`src/rtl/adder_arbiter_32.sv`:
```
// Purpose : shares one 32-bit ripple-carry adder between two requesters; 32-bit ops take one pass, 64-bit ops take two passes with a registered carry.
// Latency : handshake in cycle 0 -> rsp_valid in cycle 2 (narrow) or cycle 3 (wide); one op per 3 (narrow) / 4 (wide) cycles.
// Backpressure: response held stable in RESP until rsp_ready; no request is accepted outside IDLE.
//
// Ports:
//   clk, rst_n                  clock, asynchronous active-low reset
//   req_valid/req_ready[1:0]    per-requester request handshake (ready is one-hot or zero, IDLE only)
//   req_a0/b0, req_a1/b1 [63:0] operands (upper halves used only for wide ops)
//   req_cin, req_wide [1:0]     per-requester carry-in and 64-bit select
//   rsp_valid/rsp_ready         response handshake
//   rsp_id, rsp_sum, rsp_cout   owner, 64-bit result, final carry-out
//   op_count [15:0]             completed responses, wraps at 16 bits

// Purpose : 32-bit ripple-carry adder shared by the arbiter.
// Latency : combinational.
// Backpressure: none.
module full_adder_32 (
    input  logic [31:0] a,
    input  logic [31:0] b,
    input  logic        cin,
    output logic [31:0] sum,
    output logic        cout
);
    logic carry;

    always_comb begin
        carry = cin;
        sum   = '0;
        for (int i = 0; i < 32; i++) begin
            sum[i] = a[i] ^ b[i] ^ carry;
            carry  = (a[i] & b[i]) | (carry & (a[i] ^ b[i]));
        end
        cout = carry;
    end
endmodule

module adder_arbiter_32 (
    input  logic        clk,
    input  logic        rst_n,
    input  logic [1:0]  req_valid,
    output logic [1:0]  req_ready,
    input  logic [63:0] req_a0,
    input  logic [63:0] req_b0,
    input  logic [63:0] req_a1,
    input  logic [63:0] req_b1,
    input  logic [1:0]  req_cin,
    input  logic [1:0]  req_wide,
    output logic        rsp_valid,
    input  logic        rsp_ready,
    output logic        rsp_id,
    output logic [63:0] rsp_sum,
    output logic        rsp_cout,
    output logic [15:0] op_count
);
    typedef enum logic [1:0] {
        ST_IDLE = 2'd0,
        ST_LO   = 2'd1,
        ST_HI   = 2'd2,
        ST_RESP = 2'd3
    } state_t;

    state_t      state_q, state_d;
    logic        ptr_q, ptr_d;          // requester served last
    logic [63:0] a_q, a_d;
    logic [63:0] b_q, b_d;
    logic        cin_q, cin_d;
    logic        wide_q, wide_d;
    logic        id_q, id_d;
    logic        carry_q, carry_d;      // carry between the low and high pass
    logic [63:0] rsp_sum_q, rsp_sum_d;
    logic        rsp_cout_q, rsp_cout_d;
    logic [15:0] op_count_q, op_count_d;

    logic [1:0]  grant;
    logic        req_hs;
    logic        hs_id;
    logic [31:0] add_a, add_b, add_sum;
    logic        add_cin, add_cout;

    full_adder_32 u_adder (
        .a    (add_a),
        .b    (add_b),
        .cin  (add_cin),
        .sum  (add_sum),
        .cout (add_cout)
    );

    // Round-robin pick: on contention the requester not served last wins.
    always_comb begin
        grant = 2'b00;
        case (req_valid)
            2'b01:   grant = 2'b01;
            2'b10:   grant = 2'b10;
            2'b11:   grant = ptr_q ? 2'b01 : 2'b10;
            default: grant = 2'b00;
        endcase
    end

    // Gated by rst_n so no grant is visible while reset is held.
    assign req_ready = (state_q == ST_IDLE && rst_n) ? grant : 2'b00;
    assign req_hs    = |(req_valid & req_ready);
    assign hs_id     = req_ready[1];

    // The adder sees zeros except during its two working states.
    always_comb begin
        add_a   = '0;
        add_b   = '0;
        add_cin = 1'b0;
        case (state_q)
            ST_LO: begin
                add_a   = a_q[31:0];
                add_b   = b_q[31:0];
                add_cin = cin_q;
            end
            ST_HI: begin
                add_a   = a_q[63:32];
                add_b   = b_q[63:32];
                add_cin = carry_q;
            end
            default: ;
        endcase
    end

    always_comb begin
        state_d    = state_q;
        ptr_d      = ptr_q;
        a_d        = a_q;
        b_d        = b_q;
        cin_d      = cin_q;
        wide_d     = wide_q;
        id_d       = id_q;
        carry_d    = carry_q;
        rsp_sum_d  = rsp_sum_q;
        rsp_cout_d = rsp_cout_q;
        op_count_d = op_count_q;
        case (state_q)
            ST_IDLE: begin
                if (req_hs) begin
                    a_d     = hs_id ? req_a1 : req_a0;
                    b_d     = hs_id ? req_b1 : req_b0;
                    cin_d   = req_cin[hs_id];
                    wide_d  = req_wide[hs_id];
                    id_d    = hs_id;
                    ptr_d   = hs_id;
                    state_d = ST_LO;
                end
            end
            ST_LO: begin
                // Upper half cleared here; a wide op overwrites it in HI.
                rsp_sum_d  = {32'h0, add_sum};
                rsp_cout_d = add_cout;
                carry_d    = add_cout;
                state_d    = wide_q ? ST_HI : ST_RESP;
            end
            ST_HI: begin
                rsp_sum_d  = {add_sum, rsp_sum_q[31:0]};
                rsp_cout_d = add_cout;
                state_d    = ST_RESP;
            end
            ST_RESP: begin
                if (rsp_ready) begin
                    op_count_d = op_count_q + 16'd1;
                    state_d    = ST_IDLE;
                end
            end
            default: state_d = ST_IDLE;
        endcase
    end

    always_ff @(posedge clk or negedge rst_n) begin
        if (!rst_n) begin
            state_q    <= ST_IDLE;
            ptr_q      <= 1'b1;
            a_q        <= '0;
            b_q        <= '0;
            cin_q      <= 1'b0;
            wide_q     <= 1'b0;
            id_q       <= 1'b0;
            carry_q    <= 1'b0;
            rsp_sum_q  <= '0;
            rsp_cout_q <= 1'b0;
            op_count_q <= '0;
        end else begin
            state_q    <= state_d;
            ptr_q      <= ptr_d;
            a_q        <= a_d;
            b_q        <= b_d;
            cin_q      <= cin_d;
            wide_q     <= wide_d;
            id_q       <= id_d;
            carry_q    <= carry_d;
            rsp_sum_q  <= rsp_sum_d;
            rsp_cout_q <= rsp_cout_d;
            op_count_q <= op_count_d;
        end
    end

    assign rsp_valid = (state_q == ST_RESP);
    assign rsp_id    = id_q;
    assign rsp_sum   = rsp_sum_q;
    assign rsp_cout  = rsp_cout_q;
    assign op_count  = op_count_q;
endmodule

```
`config.mk`:
```
export PLATFORM = sky130hd
export DESIGN_NAME = adder_arbiter_32
export DESIGN_NICKNAME = d
export VERILOG_FILES = /design/src/rtl/adder_arbiter_32.sv
export SDC_FILE = /design/constraint.sdc
export NUM_CORES = 1
export LEC_CHECK = 0
export BUFFER_PORTS_ARGS = -buffer_cell sky130_fd_sc_hd__buf_2
export CORE_MARGIN = 10
export CORE_UTILIZATION = 45
export DETAILED_ROUTE_END_ITERATION = 12
export MAX_ROUTING_LAYER = met4
export PLACE_DENSITY = 0.72
export SETUP_SLACK_MARGIN = 0.05
export SYNTH_ARGS = -nofsm -noshare
export SYNTH_HDL_FRONTEND = slang
export SYNTH_SLANG_ARGS = --single-unit
```
`constraint.sdc`:
```
create_clock -name clk -period 29.4 [get_ports clk]
set_clock_uncertainty 0.2 [all_clocks]
set_input_delay 1.47 -clock clk [delete_from_list [all_inputs] [get_ports clk]]
set_output_delay 1.47 -clock clk [all_outputs]
set_load 0.03 [all_outputs]
```
==> results.md, run 1 <==
- Clk pin slew, worst setup/hold paths: 0.06 ns
- EDFF count, synth: 0
- RSZ-0062 raised after global routing: false
- Clk sinks: between 200 and 250
- Gr usage total: 22.89%
- GR Overflow Total: 0
- Post-Layout Cell Count: 1,763
- Most frequent cell after synthesis: dfrtp_1
- Stages on the worst setup path: between 40 and 50
- Cells after Synth: about 1,100
- DRC Markers: 0
- Register area share after synthesis: 51.23%
- Routability cong.: 0.8720
- First-pass GRT wire length: 54.77 mm
- Reg2reg start: state_q[0]
- Crit path to: rsp_sum[63]
- Worst EP required: 29.55 ns
- Reg2reg setup slack: 13.16 ns
- DRT iter0 DRCs: 948
- Async SR Flop Fraction: 100.0%
- Setup bufs post-CTS: 0
- Clk root buf: clkbuf_16
- Outcome: complete, no violations
- Buf/Inv on CP: 4
- CP Max Fanout: between 60 and 70
- Nets: approximately 1,700
- Die height: 173.1 µm
- Worst path arrival time: 16.39 ns
- Synth top area share: between 50% and 60%
- CP Class: flip-flop to flip-flop
- # Max-Cap Violations: 0
- Post-CTS sizing: 0
- F_max: 61.57 MHz
- Clk_lat worst skew: 0.51 ns
- Placed cell area: 12,460 µm²
- Drt pass-1 iters: 5
- Critical Path End Type: flip-flop
- Width of the die: 173.1 µm
- Die area: 29,980 µm²
- Placed insts: around 1,700
- Avg Inst Size Synth: between 9 and 10 µm²
- Num rows: 55
- Ys Warns: 0
- Period utilisation layout: a little under three fifths
- R2R depth: 41
- Slew @ Worst Pin: 1.174 ns
- Leading area contributor after synthesis: dfrtp_1
- Post-synthesis register bit count: 216
- Ports: 350
- Cell types occupying the most area after synthesis: dfrtp_1, a21oi_1, fa_1
- Post-synth top cells: dfrtp_1, nor2_1, nand2_1
- Worst path max stage delay: just over 0.9 ns
- Initial antenna violation count: 1
- Total Wirelength: 34.71 mm
- Post-Syn Area: ~11,000 µm²
- Setup_tns: 0 ns
- Leakage power: ~6.3 nW
- Final instance area: 13,230 µm²
- DRT antenna net count: 0
- Vias in the first global route: 9,854
- CTS tree: yes
- Fillers: 2,045
- Most used cell, CP: fa_1
- Hpwl dp: 25.04 mm
- Relative slew slack: 21.54%
- CTS H-tree lvls: 1
- CTS max path bufs: 3
- Syn Nets: 1,436
- Startpoint Class: flip-flop
- Design Power: 0.001344 W
- Share of layout cells above drive strength 1: between 30% and 40%
- Final Hold Vio Count: 0
- Port bufs: ~350
- Core ar.: 22,850 µm²
- Reg-to-Reg End: rsp_sum[63]
- Initial Utilization: between 40% and 50%
- Max Slew Vio Count: 0
- Synth cell types: 31
- Num CTS Buffers: 24
- Largest net degree at the start of global routing: 81
- Avg Vias per Cell: ~5.4
- Hold-fix buffers, CTS: 0
- Min Hold Slack: about 0.26 ns
- WL/cell: 19.69 µm
- Origin of the worst setup path: state_q[0]
- Worst VDD drop: ~0.000050 V
- Cell Pwr Density: between 100 and 150 nW/µm²
- Crit path time final: 16.24 ns
- Total via count in the routed design: 9,575
- Synth-to-layout area growth: 25.36%
- Final setup viols: 0
- Top_reg_cell synth: dfrtp_1
- CP top delay family: adder cells
- Type of the worst min-delay path: flip-flop to flip-flop
- Slowest cell on crit path: ha_2
-- metal layers --
layer,part of all wire [%],track usage [%],vias up
met5,0,-,-
met4,3.4,7.905,0
met3,6.4,3.420,62
met2,48,35.83,437
met1,43,29.92,4617
li1,-,-,4459
-- layout make-up --
type                       instances  area, µm²  area share, %
clock buffer                      34      709.4          5.362
clock inverter                     7      60.06         0.4539
tap                              313      391.6          2.960
inverter                          43      161.4          1.220
sequential                       216       5406          40.86
timing repair buffer             361       1847          13.96
antenna                            1      2.502        0.01891
multi-input combinational        788       4652          35.16
-- kinds of logic after synthesis --
kind of cell / Yosys count / synth area share (%)
AO/OA/AOI/OAI: 372 / 19.77
buffers and inverters: 128 / 5.110
XOR/XNOR: 15 / 1.245
AND/OR/NAND/NOR: 331 / 12.44
multiplexers: 31 / 3.308
flip-flops: 216 / 51.23
adder cells (fa/ha/maj): 39 / 6.900
-- worst register-to-register path: cells and delay by family (launching register included) --
kind	cells	cell delay [ns]
AND/OR/NAND/NOR	2	0.37
flip-flops	1	0.40
buffers and inverters	4	0.84
AO/OA/AOI/OAI	2	0.38
adder cells (fa/ha/maj)	33	13.90
-- cells in the final DEF (no fill, tap or decap), types with 5 or more instances in the layout --
cell,count
inv_1,43
clkbuf_16,25
nand2_1,137
clkbuf_8,5
mux2_2,31
clkinv_2,6
nor2_1,165
xnor2_1,9
nand3_1,11
dfrtp_1,215
xor2_1,6
a22oi_1,57
o21ai_1,92
fa_1,32
o21ai_0,48
buf_2,348
o22ai_1,29
a22o_1,9
a21oi_1,132
buf_4,12
-- power breakdown --
part           internal (W)  total (W)  switching, W
Clock              0.000175   0.000293      0.000117
Sequential         0.000416   0.000489     0.0000730
Combinational      0.000193   0.000562      0.000368
-- worst min-delay path by stage --
stage | cells past startpoint | from | end
2_1_floorplan | 2 | b_q[0] | b_q[0]
3_3_place_gp | 1 | op_count[15] | op_count[15]
3_5_place_dp | 1 | op_count[15] | op_count[15]
4_1_cts | 1 | op_count[15] | op_count[15]
5_1_grt | 1 | op_count[15] | op_count[15]
6_report | 1 | op_count[15] | op_count[15]
-- registers in the layout, indices dropped and copies added (netlist names) --
name      cells
state_q       2
a_q          64
op_count     16
b_q          64
wide_q        1
ptr_q         1
carry_q       1
cin_q         1
rsp_sum      64
rsp_id        1
rsp_cout      1
-- per-stage QoR --
stage	worst slack (ns)	utilization, %
after global routing	12.55	57.91
after detailed placement	13.10	54.53
after global placement	13.35	54.53
after floorplan	15.01	-
final	13.16	57.91
after CTS	13.06	57.90
No activity file was read; power rests on OpenSTA's default activity.
==> run 2: changes to the inputs <==
Settings changed: ABC_AREA set to 1.
Clock period 29.4 ns to 15.15 ns, I/O delays scaled along.
==> results.md, run 2 <==
- Type of the worst min-delay path: input pin to asynchronous set/reset pin
- Grt met2 use: 35.02%
- Register area share after synthesis: approximately half
- Nets: 1,907
- Final Hold Vio Count: 0
- Clk pin slew, worst setup/hold paths: 0.06 ns
- Final setup viols: 0
- RSZ-0062 raised after global routing: false
- Gr usage total: 21.10%
- Clk root buf: clkbuf_16
- Post-CTS sizing: 0
- Sw frac: between 40% and 50%
- Setup_tns: 0 ns
- Max Slew Vio Count: 0
- Width of the die: 176.6 µm
- Avg Inst Size Synth: 8.491 µm²
- Clock network fraction of total power: 22.6%
- Outcome: complete, no violations
- Net Sw Power: 0.001022 W
- Post-synth top cells: nand2_1, inv_1, dfrtp_1
- Synth top area share: 48.74%
- Initial antenna violation count: 0
- # Max-Cap Violations: 0
- GR Overflow Total: 0
- Relative slew slack: 29.22%
- Async SR Flop Fraction: 100.0%
- CTS tree: yes
- Num CTS Buffers: 23
- Worst VDD drop: between 0.0001 and 0.00015 V
- Core Util, Final: 56.26%
- Most frequent cell after synthesis: nand2_1
- F_max: 69.07 MHz
- Clk sinks: 216
- DRT antenna net count: 0
- Num rows: 57
- Synth-to-layout area growth: 23.59%
- Hpwl dp: 24.31 mm
- Top_reg_cell synth: dfrtp_1
- Number of diodes: 0
- Post-synthesis register bit count: 216
- Worst path arrival time: 14.62 ns
- Hold-fix buffers, CTS: 0
- Met3 global-route usage: ~4.2%
- CTS max path bufs: 3
- Leakage power: 7.462 nW
- Slowest cell on crit path: fa_1
- Ports: 350
- Clk_lat worst skew: 0.50 ns
- Total via count in the routed design: 9,765
- EDFF count, synth: 0
- Die area: around 31,000 µm²
- Startpoint Class: flip-flop
- Port bufs: 349
- Routing usage on met1: approximately a quarter
- DRC Markers: 0
- First-pass GRT wire length: 52.20 mm
- Avg Vias per Cell: 5.034
- Vias in the first global route: 9,821
- Initial Utilization: 45.52%
- Crit path time final: between 10 and 15 ns
- Drt pass-1 iters: 5
- Setup bufs post-CTS: 0
- Share of layout cells above drive strength 1: a little over a quarter
- Post-Syn Area: between 10,000 and 15,000 µm²
- Leading area contributor after synthesis: dfrtp_1
- Most used cell, CP: fa_1
- Routability cong.: 0.8713
- Most frequent cells in the layout: buf_2, nand2_1, inv_1
- Slew @ Worst Pin: 1.062 ns
- Syn Nets: between 1,500 and 2,000
- Buf/Inv on CP: 5
- CTS H-tree lvls: 1
- CP Class: flip-flop to flip-flop
- Most common cell after layout, fill and taps aside: buf_2
- Critical Path End Type: flip-flop
- CP Max Fanout: 7
- Worst path max stage delay: 0.48 ns
- Cell types occupying the most area after synthesis: dfrtp_1, nand2_1, inv_1
- Reg power frac: 36.7%
- Worst EP required: 15.30 ns
- Power Internal: 0.001463 W
- CP top delay family: adder cells
- Total Wirelength: approximately 34 mm
- Synth cell types: 27
- Most Crowded Layer GR: met2
- Comb pwr share: approximately 40%
- Core ar.: 24,250 µm²
- Largest net degree at the start of global routing: 110
- Die height: 176.6 µm
- Ys Warns: 0
- Cell Pwr Density: about 180 nW/µm²
- Period utilisation layout: 95.56%
- WL/cell: 17.28 µm
- Cells after Synth: 1,300
- DRT iter0 DRCs: 600
-- run 2: cell types whose count changed after synthesis, moves of 7 or more --
cell     delta
nand3_1     -8
o21ai_1    -34
o22ai_1    +35
nor2_1    -150
mux2_2     -29
o21ai_0    +29
nand2_1   +162
buf_6      +10
buf_1       -7
inv_1     +179
-- run 2: cell families after synthesis --
logic type	share of synthesized area (%)
AO/OA/AOI/OAI	20.37
adder cells (fa/ha/maj)	6.597
AND/OR/NAND/NOR	11.40
multiplexers	0.2040
XOR/XNOR	0.7934
buffers and inverters	11.65
flip-flops	48.98
-- run 2: through the flow --
step | hold WS [ns] | worst slack [ns] | cells | area, µm² | total power [W]
after floorplan | 0.2402 | 0.6465 | 1300 | 11040 | 0.001608
after CTS | 0.04748 | 0.1381 | 1940 | 13620 | 0.002503
after global routing | 0.06150 | 0.07744 | 1940 | 13640 | 0.002657
after detailed placement | 0.2576 | 0.1713 | 1902 | 12880 | 0.001929
after global placement | 0.2519 | 0.3219 | 1902 | 12880 | 0.001893
final | 0.02275 | 0.6728 | 1940 | 13640 | 0.002485
-- run 2: area by class of cell --
| cell class | instances | area, µm² |
|---|---|---|
| repair buffers | 362 | 1854 |
| clock inverters | 10 | 130.1 |
| well taps | 324 | 405.4 |
| multi-input cells | 775 | 4383 |
| flip-flops and latches | 216 | 5408 |
| inverters | 225 | 847.1 |
| fillers | 2252 | 10610 |
| clock buffers | 28 | 614.3 |
-- run 2: layer usage --
| layer | up-vias | routed length [µm] |
|---|---|---|
| met5 | - | 0 |
| li1 | 4804 | - |
| met3 | 61 | 2219 |
| met2 | 313 | 16450 |
| met1 | 4587 | 13970 |
| met4 | 0 | 879 |
-- run 2: power groups by stage --
stage,clock [W],sequential (W),combinational [W]
3_5_place_dp,0,0.000920,0.00101
2_1_floorplan,0,0.00101,0.000600
6_report,0.000562,0.000912,0.00101
5_1_grt,0.000596,0.000938,0.00112
4_1_cts,0.000575,0.000912,0.00102
3_3_place_gp,0,0.000912,0.000981
-- run 2: worst paths after layout --
path | startpoint | to | slack (ns) | cells past startpoint
worst min register to register | rsp_id | rsp_id | 0.27 | 2
worst max-delay path | state_q[1] | rsp_sum[31] | 0.67 | 42
min in group clk | req_b0[58] | b_q[58] | 0.27 | 3
worst max register to register | state_q[1] | rsp_sum[31] | 0.67 | 42
worst min-delay path | rst_n | rsp_sum[10] | 0.02 | 1
max in group asynchronous | rst_n | a_q[9] | 12.60 | 3
==> run 3: changes to the inputs <==
Settings changed: ABC_AREA 1 to 0, CELL_PAD_IN_SITES_DETAIL_PLACEMENT set to 0, CELL_PAD_IN_SITES_GLOBAL_PLACEMENT set to 1, CORE_UTILIZATION 45 to 38, PLACE_DENSITY 0.72 to not set, PLACE_DENSITY_LB_ADDON set to 0.1.
Clock period 15.15 ns to 15.1 ns, I/O delays scaled along.
==> results.md, run 3 (synthesized netlist as in run 1, its figures left out) <==
- Outcome: complete, no violations
- RSZ-0062 raised after global routing: false
- Reg power frac: 35.8%
- Final setup viols: 0
- Max Slew Vio Count: 0
- Num rows: 60
- Critical Path End Type: flip-flop
- Hold-fix buffers, CTS: 0
- Type of the worst min-delay path: input pin to asynchronous set/reset pin
- DP Worst Slack: 0.02888 ns
- Routing usage on met1: between 20% and 30%
- Leakage power: 6.315 nW
- Clk sinks: 216
- Width of the die: 186.7 µm
- Avg Vias per Cell: 5.071
- Setup_tns: 0 ns
- Power Internal: 0.001535 W
- Crit path time final: between 10 and 15 ns
- Relative slew slack: a little over a third
- Clk_lat worst skew: 0.51 ns
- CP Class: flip-flop to flip-flop
- CP Max Fanout: 8
- Most Crowded Layer GR: met2
- Total Wirelength: 38.24 mm
- Worst path arrival time: about 15 ns
- Most common cell after layout, fill and taps aside: buf_2
- Die area: approximately 35,000 µm²
- Final Hold Vio Count: 0
- Port bufs: 349
- Worst EP required: roughly 15 ns
- Startpoint Class: flip-flop
- Core ar.: between 20,000 and 30,000 µm²
- Largest net degree at the start of global routing: between 80 and 90
- CTS max path bufs: 3
- Ports: 350
- DRT iter0 DRCs: 624
- Met3 global-route usage: 5.251%
- Multi-input logic area: between 4000 and 5000 µm²
- Worst VDD drop: 0.00009485 V
- # Max-Cap Violations: 0
- GR Overflow Total: 0
- WL/cell: 20.80 µm
- Vias in the first global route: around 9,900
- Most used cell, CP: fa_1
- Net Sw Power: roughly 0.0011 W
- Period utilisation layout: 96.20%
- Fillers: 2,725
- Share of layout cells above drive strength 1: 30.96%
- Worst path max stage delay: 0.47 ns
- Cell Pwr Density: approximately 200 nW/µm²
- Sw frac: 42.13%
- First-pass GRT wire length: between 50 and 60 mm
- Slowest cell on crit path: fa_1
- Hpwl dp: 28.05 mm
- Sequential Area: approximately 5400 µm²
- Initial Utilization: 38.84%
- Clock network fraction of total power: between 20% and 30%
- Num CTS Buffers: 25
- F_max: 68.84 MHz
- Most frequent cells in the layout: buf_2, dfrtp_1, nor2_1
- DRT antenna net count: 0
- Setup ws final: 0.5742 ns
- Total via count in the routed design: between 9,000 and 10,000
- Gr usage total: a little over a fifth
- Synth-to-layout area growth: 26.67%
- Clk root buf: clkbuf_16
- Slew @ Worst Pin: 0.9724 ns
- Grt met2 use: 32.24%
- DRC Markers: 0
- Drt pass-1 iters: 5
- Initial antenna violation count: 5
- CTS H-tree lvls: 1
- Nets: 1,748
- Comb pwr share: between 40% and 50%
- Clk pin slew, worst setup/hold paths: about 0.060 ns
- CTS tree: yes
- Die height: 186.7 µm
- Routability cong.: 0.8431
## run 3: changes by cell type in the layout (fill, tap and decap cells not counted), moves of 28 or more
cell,change
inv_1,-179
mux2_2,+29
nand2_1,-159
nor2_1,+150
o21ai_0,-28
o21ai_1,+32
o22ai_1,-35
## run 3: worst paths after layout
path / from / endpoint / slack [ns] / cells after the start
min: rst_n / op_count[4] / 0.008 / 1
max reg2reg: state_q[1] / rsp_sum[31] / 0.57 / 40
min reg2reg: op_count[15] / op_count[15] / 0.26 / 1
max: state_q[1] / rsp_sum[31] / 0.57 / 40
max in group asynchronous: rst_n / a_q[9] / 13.27 / 2
min in group clk: op_count[15] / op_count[15] / 0.26 / 1
## run 3: metrics by stage
| stage | util, % | hold slack [ns] | instance area [µm²] | power, W | cells |
|---|---|---|---|---|---|
| final | 49.19 | 0.008112 | 13370 | 0.002652 | 1838 |
| after global routing | 49.19 | 0.04686 | 13370 | 0.002853 | 1837 |
| after floorplan | - | 0.2502 | 10550 | 0.001688 | 1132 |
| after CTS | 49.00 | 0.02366 | 13320 | 0.002669 | 1829 |
| after detailed placement | 46.28 | 0.2656 | 12580 | 0.002100 | 1786 |
| after global placement | 46.28 | 0.2555 | 12580 | 0.002086 | 1786 |
## run 3: per-layer routing
layer / vias to the layer above / routed length, µm
met5: - / 0
met3: 42 / 2509
met4: 0 / 744
li1: 4490 / -
met2: 317 / 17440
met1: 4471 / 17550
## run 3: final cells by class
type                       instances  share of cell area (%)
multi-input combinational        788                   34.93
clock buffer                      37                   5.241
inverter                          43                   1.207
tap                              372                   3.482
sequential                       216                   40.44
clock inverter                     6                  0.2714
timing repair buffer             370                   14.32
antenna                            6                  0.1123
## run 3: critical path, delay by kind of cell (launching register included)
family | cells | cell delay (ns)
adders and majority gates | 33 | 12.97
DFF | 1 | 0.39
and+or+nand+nor | 2 | 0.29
AOI/OAI and AO/OA | 2 | 0.28
buffers and inverters | 3 | 0.24
## run 3: timing repair
| action | CTS | global route |
|---|---|---|
| gates resized for setup | 1 | 8 |
| setup endpoints to repair | 1 | 5 |
| setup buffers | 0 | 3 |
| hold endpoints to repair | 0 | 0 |
## run 3: power groups by stage
stage | clock network [W] | registers, W | logic, W
finish | 0.000557 | 0.000949 | 0.00115
global route | 0.000595 | 0.000977 | 0.00128
CTS | 0.000572 | 0.000950 | 0.00115
detailed placement | 0 | 0.000959 | 0.00114
global placement | 0 | 0.000952 | 0.00113
floorplan | 0 | 0.00104 | 0.000649
